File: src/rtl/mux_pkg.sv
`default_nettype none
// ============================================================================
// Module : mux_pkg
// Brief  : Shared constants, lock-state encoding and channel-id width helper
//          for the stream multiplexer family.
// Rev    : 1.0  initial release
// ============================================================================
package mux_pkg;

    localparam int ARB_RR    = 0;
    localparam int ARB_FIXED = 1;

    typedef enum logic [0:0] {
        ST_IDLE   = 1'b0,
        ST_LOCKED = 1'b1
    } lock_state_t;

    // Channel-id width; a single channel still gets a 1-bit id.
    function automatic int chw_of(input int m);
        return (m > 1) ? $clog2(m) : 1;
    endfunction

endpackage
`default_nettype wire

File: src/rtl/rr_arbiter.sv
`default_nettype none
// ============================================================================
// Module : rr_arbiter
// Brief  : Round-robin / fixed-priority arbiter with a one-hot grant and an
//          externally strobed pointer update.
// Rev    : 1.0  initial release
// ============================================================================
module rr_arbiter
    import mux_pkg::*;
#(
    parameter int M        = 4,
    parameter int ARB_MODE = ARB_RR,
    parameter int CHW      = chw_of(M)
) (
    input  logic           clk,
    input  logic           rst_n,
    input  logic [M-1:0]   req,
    input  logic           ptr_upd,
    input  logic [CHW-1:0] ptr_nxt,
    output logic [M-1:0]   grant
);

    logic [CHW-1:0] r_ptr;
    logic [CHW-1:0] w_start;
    logic [CHW-1:0] w_idx;
    logic           w_found;

    always_ff @(posedge clk) begin
        if (!rst_n) begin
            r_ptr <= '0;
        end else if (ptr_upd) begin
            r_ptr <= ptr_nxt;
        end
    end

    // With no request the start channel is still granted, keeping the grant
    // one-hot; nothing transfers because its valid is low.
    always_comb begin
        w_start = (ARB_MODE == ARB_FIXED) ? '0 : r_ptr;
        grant   = '0;
        w_found = 1'b0;
        w_idx   = '0;
        for (int i = 0; i < M; i++) begin
            w_idx = CHW'((int'(w_start) + i) % M);
            if (!w_found && req[w_idx]) begin
                grant[w_idx] = 1'b1;
                w_found      = 1'b1;
            end
        end
        if (!w_found) begin
            grant[w_start] = 1'b1;
        end
    end

endmodule
`default_nettype wire

File: src/rtl/mux_stream_arb.sv
`default_nettype none
// ============================================================================
// Module : mux_stream_arb
// Brief  : M-channel valid/ready stream multiplexer with arbitration, packet
//          locking and a single registered output stage.
// Rev    : 1.0  initial release
// ============================================================================
module mux_stream_arb
    import mux_pkg::*;
#(
    parameter int WIDTH    = 8,
    parameter int M        = 4,
    parameter int ARB_MODE = ARB_RR,
    parameter int CHW      = chw_of(M)
) (
    input  logic               clk,
    input  logic               rst_n,
    input  logic [M-1:0]       in_valid,
    input  logic [M*WIDTH-1:0] in_data,
    input  logic [M-1:0]       in_last,
    output logic [M-1:0]       in_ready,
    output logic               out_valid,
    output logic [WIDTH-1:0]   out_data,
    output logic               out_last,
    output logic [CHW-1:0]     out_chan,
    input  logic               out_ready
);

    lock_state_t      r_state;
    lock_state_t      w_state_nxt;
    logic [CHW-1:0]   r_lock_chan;
    logic [CHW-1:0]   w_lock_chan_nxt;

    logic [M-1:0]     w_arb_grant;
    logic [M-1:0]     w_sel_oh;
    logic [CHW-1:0]   w_sel_idx;
    logic [WIDTH-1:0] w_sel_data;
    logic             w_sel_last;
    logic             w_load_en;
    logic             w_xfer;
    logic             w_ptr_upd;
    logic [CHW-1:0]   w_ptr_nxt;

    logic             r_out_valid;
    logic [WIDTH-1:0] r_out_data;
    logic             r_out_last;
    logic [CHW-1:0]   r_out_chan;

    assign w_load_en = !r_out_valid || out_ready;

    rr_arbiter #(
        .M        (M),
        .ARB_MODE (ARB_MODE),
        .CHW      (CHW)
    ) u_arb (
        .clk     (clk),
        .rst_n   (rst_n),
        .req     (in_valid),
        .ptr_upd (w_ptr_upd),
        .ptr_nxt (w_ptr_nxt),
        .grant   (w_arb_grant)
    );

    // A locked packet overrides the arbiter, independent of its own valid.
    always_comb begin
        w_sel_oh   = (r_state == ST_LOCKED) ? '0 : w_arb_grant;
        w_sel_idx  = '0;
        w_sel_data = '0;
        w_sel_last = 1'b0;
        for (int c = 0; c < M; c++) begin
            if ((r_state == ST_LOCKED) && (r_lock_chan == CHW'(c))) begin
                w_sel_oh[c] = 1'b1;
            end
        end
        for (int c = 0; c < M; c++) begin
            if (w_sel_oh[c]) begin
                w_sel_idx  = CHW'(c);
                w_sel_data = in_data[c*WIDTH +: WIDTH];
                w_sel_last = in_last[c];
            end
        end
    end

    assign in_ready  = (rst_n && w_load_en) ? w_sel_oh : '0;
    assign w_xfer    = |(in_valid & in_ready);
    assign w_ptr_upd = w_xfer && w_sel_last;
    assign w_ptr_nxt = (w_sel_idx == CHW'(M - 1)) ? '0 : w_sel_idx + 1'b1;

    always_ff @(posedge clk) begin
        if (!rst_n) begin
            r_state     <= ST_IDLE;
            r_lock_chan <= '0;
        end else begin
            r_state     <= w_state_nxt;
            r_lock_chan <= w_lock_chan_nxt;
        end
    end

    always_comb begin
        w_state_nxt     = r_state;
        w_lock_chan_nxt = r_lock_chan;
        case (r_state)
            ST_IDLE: begin
                if (w_xfer && !w_sel_last) begin
                    w_state_nxt     = ST_LOCKED;
                    w_lock_chan_nxt = w_sel_idx;
                end
            end
            ST_LOCKED: begin
                if (w_xfer && w_sel_last) begin
                    w_state_nxt = ST_IDLE;
                end
            end
            default: begin
                w_state_nxt = ST_IDLE;
            end
        endcase
    end

    always_ff @(posedge clk) begin
        if (!rst_n) begin
            r_out_valid <= 1'b0;
            r_out_data  <= '0;
            r_out_last  <= 1'b0;
            r_out_chan  <= '0;
        end else if (w_load_en) begin
            r_out_valid <= w_xfer;
            if (w_xfer) begin
                r_out_data <= w_sel_data;
                r_out_last <= w_sel_last;
                r_out_chan <= w_sel_idx;
            end
        end
    end

    assign out_valid = r_out_valid;
    assign out_data  = r_out_data;
    assign out_last  = r_out_last;
    assign out_chan  = r_out_chan;

endmodule
`default_nettype wire

File: config.mk
export PLATFORM = sky130hd
export DESIGN_NAME = mux_stream_arb
export DESIGN_NICKNAME = d
export VERILOG_FILES = /design/src/rtl/mux_pkg.sv /design/src/rtl/rr_arbiter.sv /design/src/rtl/mux_stream_arb.sv
export SDC_FILE = /design/constraint.sdc
export NUM_CORES = 1
export LEC_CHECK = 0
export BUFFER_PORTS_ARGS = -buffer_cell sky130_fd_sc_hd__buf_4
export CAP_MARGIN = 20
export CELL_PAD_IN_SITES_DETAIL_PLACEMENT = 0
export CELL_PAD_IN_SITES_GLOBAL_PLACEMENT = 1
export CORE_ASPECT_RATIO = 2
export CORE_MARGIN = 1
export CORE_UTILIZATION = 38
export CTS_BUF_LIST = sky130_fd_sc_hd__clkbuf_8
export CTS_CLUSTER_DIAMETER = 60
export DETAILED_ROUTE_END_ITERATION = 10
export PLACE_DENSITY = 0.82
export SLEW_MARGIN = 20
export SYNTH_ARGS = -nofsm -noshare
export SYNTH_HDL_FRONTEND = slang
export SYNTH_SLANG_ARGS = --single-unit
File: constraint.sdc
create_clock -name clk -period 4 [get_ports clk]
set_input_delay 0.4 -clock clk [delete_from_list [all_inputs] [get_ports clk]]
set_output_delay 0.4 -clock clk [all_outputs]
set_load 0.01 [all_outputs]
# == Yosys cells after proc, flatten, opt, wreduce, memory -nomap -nowiden ==
# Index checks and enable logic that the tools add are counted.
# word_totals
out_inout_bits,16
word_cells,99
input_bits,43
reg_bits,17
# op_classes
bitwise,6
mux,46
magnitude_cmp,8
n_addsub,4
n_reduce_logical,24
eq_ne,4
# ops
op,n
8-bit two-way mux,4
4-bit two-way mux,7
1-bit two-way mux,23
4-bit OR,4
1-bit logical AND,14
2-bit by 3-bit less-than comparator with 1-bit output (second input constant),4
1-bit binary-select mux with 2-bit select,4
1-bit demux with 2-bit select,4
2-bit by 1-bit greater-or-equal comparator with 1-bit output (second input constant),4
2-bit equality test (second input constant),3
2-bit two-way mux,3
1-bit zero test,5
2-bit by 1-bit adder with 2-bit output (second input constant),2
2-bit adder (second input constant),2
4-bit AND,1
2-bit AND reduction,2
4-bit OR reduction,1
2-bit by 1-bit equality test with 1-bit output (second input constant),1
2-bit zero test,1
1-bit one-hot mux with 2 select lines,1
1-bit logical OR,1
1-bit inverter,1

# == Depth between registers and ports, before layout ==
# Gate-level depths: netlist of the first run.
# logic_depth
word_depth,24
mapped_depth,13

# == By module ==
# From an unflattened synthesis of the first run, not the netlist that was laid out.
# unflattened
cells_unflattened,186
hier_area_um2,1541.5
# by_module_without_submodules
module,seq_area_each_um2,cells_per_inst,area_per_inst_um2,n_inst
mux_stream_arb,300.3,148,1119.8,1
rr_arbiter,40.0,38,421.7,1

# == Worst setup path after synthesis of the first run ==
# OpenSTA, ideal clock, no wires.
# synth_timing
path_type,register to register
start,register u_arb.r_ptr[0]
end,register u_arb.r_ptr[0]
setup_ps,122
required_ps,3878
slack_ps,571
n_path_buf,1
path_stages_with_launch,12
period_less_slack_ps,3429
t_arrival_ps,3307
path_cell_list,dfxtp_1 -> buf_2 -> inv_2 -> ha_1 -> mux2_2 -> mux2_4 -> a2111oi_4 -> o211ai_4 -> a211oi_4 -> a221oi_2 -> o21a_1 -> a311o_1
# synth_between
elab_chain_cells,21
# synth_rtl
item,line_no,source
from (decl),rr_arbiter.sv:23,logic [CHW-1:0] r_ptr;
from (signal assigned),rr_arbiter.sv:32,r_ptr <= ptr_nxt;
"parallel branches: the longest is 13 deep, another holds 2-bit by 3-bit less-than comparator with 1-bit output",-,
4-bit two-way mux *,rr_arbiter.sv:50,if (!w_found) begin
4-bit two-way mux *,mux_stream_arb.sv:66,w_sel_oh = (r_state == ST_LOCKED) ? '0 : w_arb_grant;
1-bit two-way mux,mux_stream_arb.sv:71,if ((r_state == ST_LOCKED) && (r_lock_chan == CHW'(c))) begin
1-bit two-way mux,mux_stream_arb.sv:76,if (w_sel_oh[c]) begin
2-bit two-way mux / 1-bit two-way mux (equally long branches) (2 in series),mux_stream_arb.sv:76,
2-bit by 1-bit adder with 2-bit output (tied with other cells),mux_stream_arb.sv:87,assign w_ptr_nxt = (w_sel_idx == CHW'(M - 1)) ? '0 : w_sel_idx + 1'b1;
2-bit two-way mux / 1-bit logical AND (equally long branches),"mux_stream_arb.sv:87, mux_stream_arb.sv:86",
# Every way passes the cells marked *. The select of a mux whose other input is x is not followed.
# A chain may end at the register's enable or synchronous reset.

# == Worst setup path in the final report of the first run ==
# layout_timing
start,register u_arb.r_ptr[1]
end,register r_lock_chan[1]
# layout_between
elab_chain_cells,23
# layout_rtl
item,line_no,source
"parallel branches: the longest is 13 deep, another holds 2-bit by 3-bit less-than comparator with 1-bit output",-,
4-bit two-way mux *,rr_arbiter.sv:50,
4-bit two-way mux *,mux_stream_arb.sv:66,
1-bit two-way mux,mux_stream_arb.sv:71,
1-bit two-way mux (4 in series),mux_stream_arb.sv:76,
1-bit zero test,mux_stream_arb.sv:104,if (w_xfer && !w_sel_last) begin
1-bit logical AND,mux_stream_arb.sv:104,
2-bit AND reduction (no line),-,
to (signal assigned),mux_stream_arb.sv:95,r_lock_chan <= w_lock_chan_nxt;
to (decl),mux_stream_arb.sv:31,logic [CHW-1:0] r_lock_chan;
# Marks and branches as above.

==> results.toml, run 1 <==
[status]
status = "finished clean"

[drt]
routedWlPerCell_um = 18.19
vias = 1878
drcViolationCount = 0
wl_mm = 5.747
first_pass_iters = 4
avgViaCountPerCell = 5.943
drtIter0Drc = 56
drtAntennaViolNets = 0

[min_path]
hold_depth = 3
hold_path_class = "in -> reg"

[global_routing]
gr-total-overflow = 0
antenna_found_initial = 0
grt_pass1_wl_mm = 8.935
grt_max_degree = 20
grt_pass1_vias = 1869
grtUsageTotal_pct = 24.42

[yosys]
ys.flop_type = "dfxtp_1"
synth_area_per_cell_um2 = 8.311
post-synth-top-area-cell = "dfxtp_1"
synth_warnings = 0
synth_edf_count = 0
ys_top_cells_by_area = "dfxtp_1 (20%), ha_1 (5.1%), a211oi_1 (4.4%)"
yosysTopAreaCellShare_pct = 19.78
syn_nets = 257
synth_cell_types = 53
synthArstFlopShare_pct = 0
synthCells = 207
ys_seq_area_share_pct = 19.78
synthesis.area_mm2 = 0.001720
ys_ff_latch = 17

[floorplan]
start_util_pct = 39.65
fp.dieW_um = 49.58
coreArea_mm2 = 0.004339
core.rowCount = 34
die_y_um = 97.16
die_area_mm2 = 0.004817
ioPinCount = 59

[critical_path]
rr_endpoint = "r_lock_chan[1]"
required_ns = 4.16
cp_max_fo = 11
slowest_delay_ns = 0.45
path_class = "reg -> reg"
r2r_cells = 10
cp.arrival_ns = 3.78
r2r_start = "u_arb.r_ptr[1]"
crit_chain = "inv_1 > ha_1 > mux2_2 > mux2_4 > a2111oi_4 > o211ai_4 > buf_4 > a221oi_2 > o2111ai_1 > a221oi_1"
endpoint_kind = "flop"
critPathLaunchType = "flop"
r2r_setup_slack_ns = 0.38
crit_start = "u_arb.r_ptr[1]"
critPathSlowestCell = "dfxtp_2"
worstSetupEndpoint = "r_lock_chan[1]"

[timing]
setup_viol = 0
fin_worst_skew_ns = 0.004017
finalCritPeriodShare_pct = 90.40
rsz0062_at_grt = "no"
fin_hold_ws_ns = 0.4573
worst_slew_pin_slew_ns = 0.5490
tns_ns = 0
fin_crit_ns = 3.616
final_max_slew_viol_count = 0
slew_headroom_pct = 62.35
fmax_mhz = 276.5
hold_viol = 0

[clock_tree]
h-tree-depth = 1
cts_tree = "done"
cts_resized = 0
clock_sinks = 17
holdBufCountCts = 0
clk_path_buf_depth = 2
worst_skew_pair.late_latency_ns = 0.26
root_buffer = "clkbuf_8"
path_clk_slew_ns = 0.07
numCtsBuffers = 3
cts_setup_buffers = 0

[layout]
layout_common_cells = "buf_4 (68), nand2_1 (18), dfxtp_1 (16), o22ai_1 (11), nor2_1 (11)"
fin_nets = 313
final_common_cell = "buf_4"
antenna_cells = 0
area_growth_pct = 31.78
layout-drive-gt1-share_pct = 35.11

[place]
port_buffers = 58
place_congestion = 0.9405
dp_hpwl_mm = 4.637

[pwr]
design_power_total_w = 0.001858
p_leak_nw = 0.9355
power.density_mw_per_mm2 = 819.6
ir_worst_vdd_mv = 0.4719

[job]
drv_cap = 0
worst min-delay path by stage:
stage                             end  slack, ns         from
after CTS                 out_data[6]       0.46   in_data[6]
final                     out_data[6]       0.46   in_data[6]
after global routing      out_data[5]       0.47   in_data[5]
after global placement    out_data[7]       0.46  out_data[7]
after floorplan           out_data[6]       0.49  out_data[6]
after detailed placement  out_data[5]       0.47  out_data[5]
registers in the layout, summed over array words and instances, names as in the netlist:
signal,cells
out_data,8
out_chan,2
r_lock_chan,2
u_arb.r_ptr,2
out_last,1
out_valid,1
r_state,1
Yosys cell counts (2+ instances only):
master     count
a22o_1         8
a22oi_1        4
a21o_1         3
o211ai_1       8
nor2_1        11
mux2i_1        5
mux2_4         2
o21ai_0        4
o22ai_1       11
nand3_1        5
mux2_2         4
dfxtp_1       17
a211oi_1      10
o221a_2        2
clkbuf_1      10
a2111oi_4      2
nor3_1         8
inv_1          6
buf_2          6
and4_1         2
a311o_1        2
and3_1         6
nor2b_1        3
o32ai_1        3
a221oi_1       2
nand2_1       18
o31ai_1        2
a21oi_1        5
nand2b_1       6
nor3b_1        2
ha_1           7
o32a_1         2
worst max-delay path: cells and delay by family, from the launching register on:
| kind | cells | cell delay [ns] |
|---|---|---|
| AO/OA/AOI/OAI | 5 | 1.55 |
| multiplexers | 2 | 0.70 |
| flip-flops | 1 | 0.45 |
| adder cells (fa/ha/maj) | 1 | 0.42 |
| buffers and inverters | 2 | 0.38 |
power by group:
part           leakage (nW)  internal (W)  switching [W]
clock                0.0255     0.0000694      0.0000674
combinational         0.770      0.000639       0.000764
sequential            0.140      0.000248      0.0000702
total                 0.936      0.000957       0.000901
layer usage:
layer	up-vias	wire (um)	global-route usage (%)
li1	916	-	-
met1	884	1865	20.33
met2	60	3418	50.42
met3	18	191	2.817
met4	0	271	13.63
met5	-	0	0
metrics by stage:
| step | area [um2] | std cells | setup WS (ns) | util, % |
|---|---|---|---|---|
| 2_1_floorplan | 1720 | 207 | 0.5705 | - |
| 3_3_place_gp | 2220 | 312 | 0.3471 | 51.15 |
| 3_5_place_dp | 2220 | 312 | 0.2894 | 51.15 |
| 4_1_cts | 2266 | 316 | 0.2178 | 52.22 |
| 5_1_grt | 2267 | 316 | 0.1101 | 52.25 |
| 6_report | 2267 | 316 | 0.3840 | 52.25 |
kinds of logic (layout without fill, tap and decap cells):
kind of cell               count (synthesis)  after routing  share of synthesized area, %
AOI/OAI and AO/OA                         78             78                         38.55
and+or+nand+nor                           67             67                         20.36
buffers and inverters                     25             80                         6.327
DFF                                       17             17                         19.78
muxes                                     13             13                         9.891
adders and majority gates                  7              7                         5.091
area by class of cell:
| cell class | count | area, um2 |
|---|---|---|
| clock buffers | 3 | 41.29 |
| flip-flops and latches | 17 | 341.6 |
| well taps | 54 | 67.56 |
| clock inverters | 1 | 5.005 |
| inverters | 8 | 30.03 |
| fillers | 469 | 2072 |
| multi-input cells | 165 | 1271 |
| repair buffers | 68 | 510.5 |
Note: power is estimated with default switching activity, not from simulation.
==> inputs of run 2 (changes only) <==
--- a/config.mk
+++ b/config.mk
@@ -15,8 +15,7 @@
 export CTS_BUF_LIST = sky130_fd_sc_hd__clkbuf_8
 export CTS_CLUSTER_DIAMETER = 60
 export DETAILED_ROUTE_END_ITERATION = 10
-export PLACE_DENSITY = 0.82
-export SLEW_MARGIN = 20
+export PLACE_DENSITY = 0.92
 export SYNTH_ARGS = -nofsm -noshare
 export SYNTH_HDL_FRONTEND = slang
 export SYNTH_SLANG_ARGS = --single-unit
==> constraint.sdc (replaced) <==
create_clock -name clk -period 3.6 [get_ports clk]
set_input_delay 0.36 -clock clk [delete_from_list [all_inputs] [get_ports clk]]
set_output_delay 0.36 -clock clk [all_outputs]
set_load 0.01 [all_outputs]
==> results.toml, run 2 (synthesized netlist as in run 1, its figures left out) <==
[critical_path]
cp.arrival_ns = 3.52
endpoint_kind = "flop"
required_ns = 3.77
critPathLaunchType = "flop"
cp_max_fo = 15
path_class = "reg -> reg"

[pwr]
power.density_mw_per_mm2 = 921.3
ir_worst_vdd_mv = 0.5511
p_leak_nw = 0.9287
design_power_total_w = 0.002106

[layout]
area_growth_pct = 32.87
antenna_cells = 0
layout.area.seq_um2 = 340.3
layout_common_cells = "buf_4 (67), nand2_1 (18), dfxtp_1 (17), o22ai_1 (11), nor2_1 (11)"
final_common_cell = "buf_4"
largest_reg_flops = 8
layout-drive-gt1-share_pct = 36.40
fin_nets = 312
nFillCells = 459
postLayoutCoreUtil_pct = 52.68
multi_input_area_mm2 = 0.001299

[clock_tree]
root_buffer = "clkbuf_8"
h-tree-depth = 1
numCtsBuffers = 3
holdBufCountCts = 0
worst_skew_pair.late_latency_ns = 0.26
cts_resized = 0
path_clk_slew_ns = 0.08
clk_path_buf_depth = 2
clock_sinks = 17
cts_setup_buffers = 0
cts_tree = "done"

[timing]
final_max_slew_viol_count = 0
fmax_mhz = 298.1
fin_worst_skew_ns = 0.006627
slew_headroom_pct = 65.07
finalCritPeriodShare_pct = 93.18
worst_slew_pin_slew_ns = 0.5214
tns_ns = 0
hold_viol = 0
fin_hold_ws_ns = 0.4161
rsz0062_at_grt = "no"
fin_crit_ns = 3.355
setup_viol = 0

[global_routing]
grtUsageTotal_pct = 24.92
gr-total-overflow = 0
grt_pass1_wl_mm = 9.252
grt_max_degree = 20
grt_pass1_vias = 2018
antenna_found_initial = 0

[drt]
wl_met2_mm = 3.236
avgViaCountPerCell = 6.038
first_pass_iters = 4
drtAntennaViolNets = 0
wl_mm = 5.628
routedWlPerCell_um = 17.87
dr.max_layer_used = "met4"
drcViolationCount = 0
route.met3.wl_um = 195
drtIter0Drc = 47
wl_met1_mm = 1.918
vias = 1902

[floorplan]
die_area_mm2 = 0.004817
coreArea_mm2 = 0.004339
ioPinCount = 59
die_y_um = 97.16
core.rowCount = 34
fp.dieW_um = 49.58
start_util_pct = 39.65

[place]
dp_hpwl_mm = 4.607
port_buffers = 58
place_congestion = 0.9989

[min_path]
hold_path_class = "in -> reg"

[status]
status = "finished clean"

[job]
drv_cap = 0
run 2: changes by cell type in the layout (fill, tap and decap cells not counted), sizes merged:
cell,previous run,this run
buf,68,67
run 2: final timing paths:
kind	start	end	slack, ns	cells after the start
max	u_arb.r_ptr[1]	r_lock_chan[0]	0.25	11
min	in_data[4]	out_data[4]	0.42	3
max reg2reg	u_arb.r_ptr[1]	r_lock_chan[0]	0.25	11
min reg2reg	out_data[1]	out_data[1]	0.47	2
run 2: critical path, cell delays in order (launching register included):
cell	delay (ns)
dfxtp_1	0.33
inv_1	0.11
ha_2	0.42
mux2_2	0.38
mux2_4	0.32
a2111oi_4	0.41
o211ai_4	0.24
a211oi_4	0.27
buf_4	0.21
a22oi_1	0.07
and4_1	0.23
a221oi_1	0.28
run 2: where the power goes:
part	leakage [nW]	total, W	internal (W)	switching [W]
Combinational	0.764	0.00162	0.000727	0.000897
Sequential	0.139	0.000332	0.000275	0.0000577
Clock	0.0255	0.000149	0.0000770	0.0000723
run 2: layout make-up:
type / count / share of cell area, %
clock buffer: 3 / 1.806
multi-input combinational: 165 / 56.81
clock inverter: 1 / 0.2189
inverter: 8 / 1.314
sequential: 17 / 14.89
timing repair buffer: 67 / 22.00
tap: 54 / 2.956
run 2: through the flow:
step	instances	instance area (um2)	setup WS, ns
after floorplan	207	1720	0.1705
after global placement	311	2218	0.3219
after detailed placement	311	2218	0.2566
after CTS	315	2265	0.2221
after global routing	315	2286	0.01058
final	315	2286	0.2454
run 2: layer usage:
| metal | vias to the layer above | GRT usage, % |
|---|---|---|
| met5 | - | 0 |
| met3 | 21 | 1.721 |
| met1 | 882 | 22.36 |
| li1 | 915 | - |
| met4 | 0 | 16.70 |
| met2 | 84 | 49.17 |
==> inputs of run 3 (changes only) <==
--- a/config.mk
+++ b/config.mk
@@ -11,11 +11,12 @@
 export CELL_PAD_IN_SITES_GLOBAL_PLACEMENT = 1
 export CORE_ASPECT_RATIO = 2
 export CORE_MARGIN = 1
-export CORE_UTILIZATION = 38
+export CORE_UTILIZATION = 40
 export CTS_BUF_LIST = sky130_fd_sc_hd__clkbuf_8
 export CTS_CLUSTER_DIAMETER = 60
 export DETAILED_ROUTE_END_ITERATION = 10
-export PLACE_DENSITY = 0.92
+export PLACE_DENSITY = 0.95
+export SLEW_MARGIN = 30
 export SYNTH_ARGS = -nofsm -noshare
 export SYNTH_HDL_FRONTEND = slang
 export SYNTH_SLANG_ARGS = --single-unit
==> constraint.sdc (replaced) <==
create_clock -name clk -period 4.1 [get_ports clk]
set_input_delay 0.41 -clock clk [delete_from_list [all_inputs] [get_ports clk]]
set_output_delay 0.41 -clock clk [all_outputs]
set_load 0.01 [all_outputs]
==> results.toml, run 3 (synthesized netlist as in run 1, its figures left out) <==
[status]
status = "finished clean"

[critical_path]
crit_chain = "inv_1 > ha_1 > mux2_2 > mux2i_1 > o21ai_0 > o221a_2 > a311oi_2 > buf_4 > nor2_1 > buf_4"
worst-path-buf-inv = 3
path_class = "reg -> out"
r2r_setup_slack_ns = 0.40
endpoint_kind = "output pin"
critPathSlowestCell = "dfxtp_1"
cp.arrival_ns = 3.35
critPathLaunchType = "flop"
crit_top_cell = "buf_4"
required_ns = 3.69
slowest_delay_ns = 0.56
cp_max_fo = 11
critical-path-top-delay-family = "compound AO/OA/AOI/OAI gates"

[drt]
vias = 1847
drcViolationCount = 0
avgViaCountPerCell = 5.958
wl_mm = 5.349
drtAntennaViolNets = 0
drtIter0Drc = 37
routedWlPerCell_um = 17.25
first_pass_iters = 4

[timing]
fin_crit_ns = 3.762
tns_ns = 0
finalCritPeriodShare_pct = 91.76
hold_viol = 0
worst_slew_pin_slew_ns = 0.5020
fmax_mhz = 265.8
slew_headroom_pct = 66.37
setup_viol = 0
fin_worst_skew_ns = 0.002090
rsz0062_at_grt = "no"
final_max_slew_viol_count = 0

[global_routing]
grt_max_degree = 20
gr-total-overflow = 0
met2_usage_pct = 47.89
grt_pass1_wl_mm = 8.590
grt_pass1_vias = 1801
grtUsageTotal_pct = 24.37
use_met1_pct = 22.05
grt_util_met3_pct = 2.093
antenna_found_initial = 0
top_usage_layer = "met2"

[layout]
largest_reg_flops = 8
antenna_cells = 0
layout-drive-gt1-share_pct = 34.11
final_common_cell = "buf_4"
layout.area.seq_um2 = 340.3
multi_input_area_mm2 = 0.001277
area_growth_pct = 30.18
postLayoutCoreUtil_pct = 54.79
layout_common_cells = "buf_4 (64), nand2_1 (18), dfxtp_1 (17), o22ai_1 (11), nor2_1 (11)"
fin_nets = 309
nFillCells = 412
layout.cells.non_filler = 310

[clock_tree]
clk_path_buf_depth = 2
holdBufCountCts = 0
cts_tree = "done"
worst_skew_pair.late_latency_ns = 0.25
h-tree-depth = 1
numCtsBuffers = 3
clock_sinks = 17
root_buffer = "clkbuf_8"
path_clk_slew_ns = 0.07

[job]
drv_cap = 0

[pwr]
design_power_total_w = 0.001781
power.density_mw_per_mm2 = 795.1
ir_worst_vdd_mv = 0.5004
p_leak_nw = 0.9163

[floorplan]
fp.dieW_um = 48.38
die_area_mm2 = 0.004583
start_util_pct = 42.09
ioPinCount = 59
coreArea_mm2 = 0.004088
core.rowCount = 33
die_y_um = 94.75

[place]
dp_hpwl_mm = 4.353
port_buffers = 58
place_congestion = 0.9660
dp_cells = 306

[min_path]
hold_path_class = "in -> reg"
==> run 3: cell count changes in the layout (fill, tap and decap cells not counted) <==
cell       change
buf_4          -3
mux2i_1        +3
mux2i_2        -3
a2111oi_0      +1
a2111oi_1      -1
ha_1           +1
ha_2           -1
nor3_2         +1
nor3_4         -1
==> run 3: cell type report <==
class	instances	share of cell area (%)
flip-flops and latches	17	15.20
multi-input cells	165	57.04
inverters	8	1.341
clock inverters	1	0.2235
well taps	52	2.905
repair buffers	64	21.45
clock buffers	3	1.844
==> run 3: path summary, 6_finish.rpt <==
path	start	endpoint	depth (start not counted)
hold / removal	in_data[0]	out_data[0]	3
hold reg to reg	out_data[7]	out_data[7]	2
setup reg to reg	u_arb.r_ptr[1]	u_arb.r_ptr[0]	10
setup / recovery	u_arb.r_ptr[1]	in_ready[3]	10
==> run 3: power by group <==
part | switching [W] | leakage, nW | internal (W)
combinational | 0.000736 | 0.752 | 0.000605
sequential | 0.0000694 | 0.139 | 0.000241
clock | 0.0000625 | 0.0255 | 0.0000675
total | 0.000868 | 0.916 | 0.000913
==> run 3: layer usage <==
layer  routed length (um)  up-vias
met2                 2941       83
li1                     -      912
met4                  376        0
met1                 1815      830
met3                  216       22
met5                    0        -
==> run 3: timing repair <==
item | CTS | global route
buffers inserted | 0 | 0
endpoints found under the setup margin | 0 | 1
gates resized for setup | 0 | 1
==> run 3: worst register-to-register path, delay by kind of cell (launching register included) <==
kind	cells	cell delay [ns]
mux	2	0.65
flops	1	0.56
fa+ha+maj	1	0.41
simple gates	1	0.22
buf+inv	1	0.18
compound gates	5	1.57
==> run 3: metrics by stage <==
| stage | setup WS, ns | hold WS, ns | cell area, um2 |
|---|---|---|---|
| after floorplan | 0.6705 | 0.4914 | 1720 |
| after global placement | 0.5151 | 0.4553 | 2187 |
| after detailed placement | 0.4671 | 0.4624 | 2187 |
| after CTS | 0.2309 | 0.4670 | 2233 |
| after global routing | 0.1579 | 0.4741 | 2240 |
| final | 0.3376 | 0.4688 | 2240 |
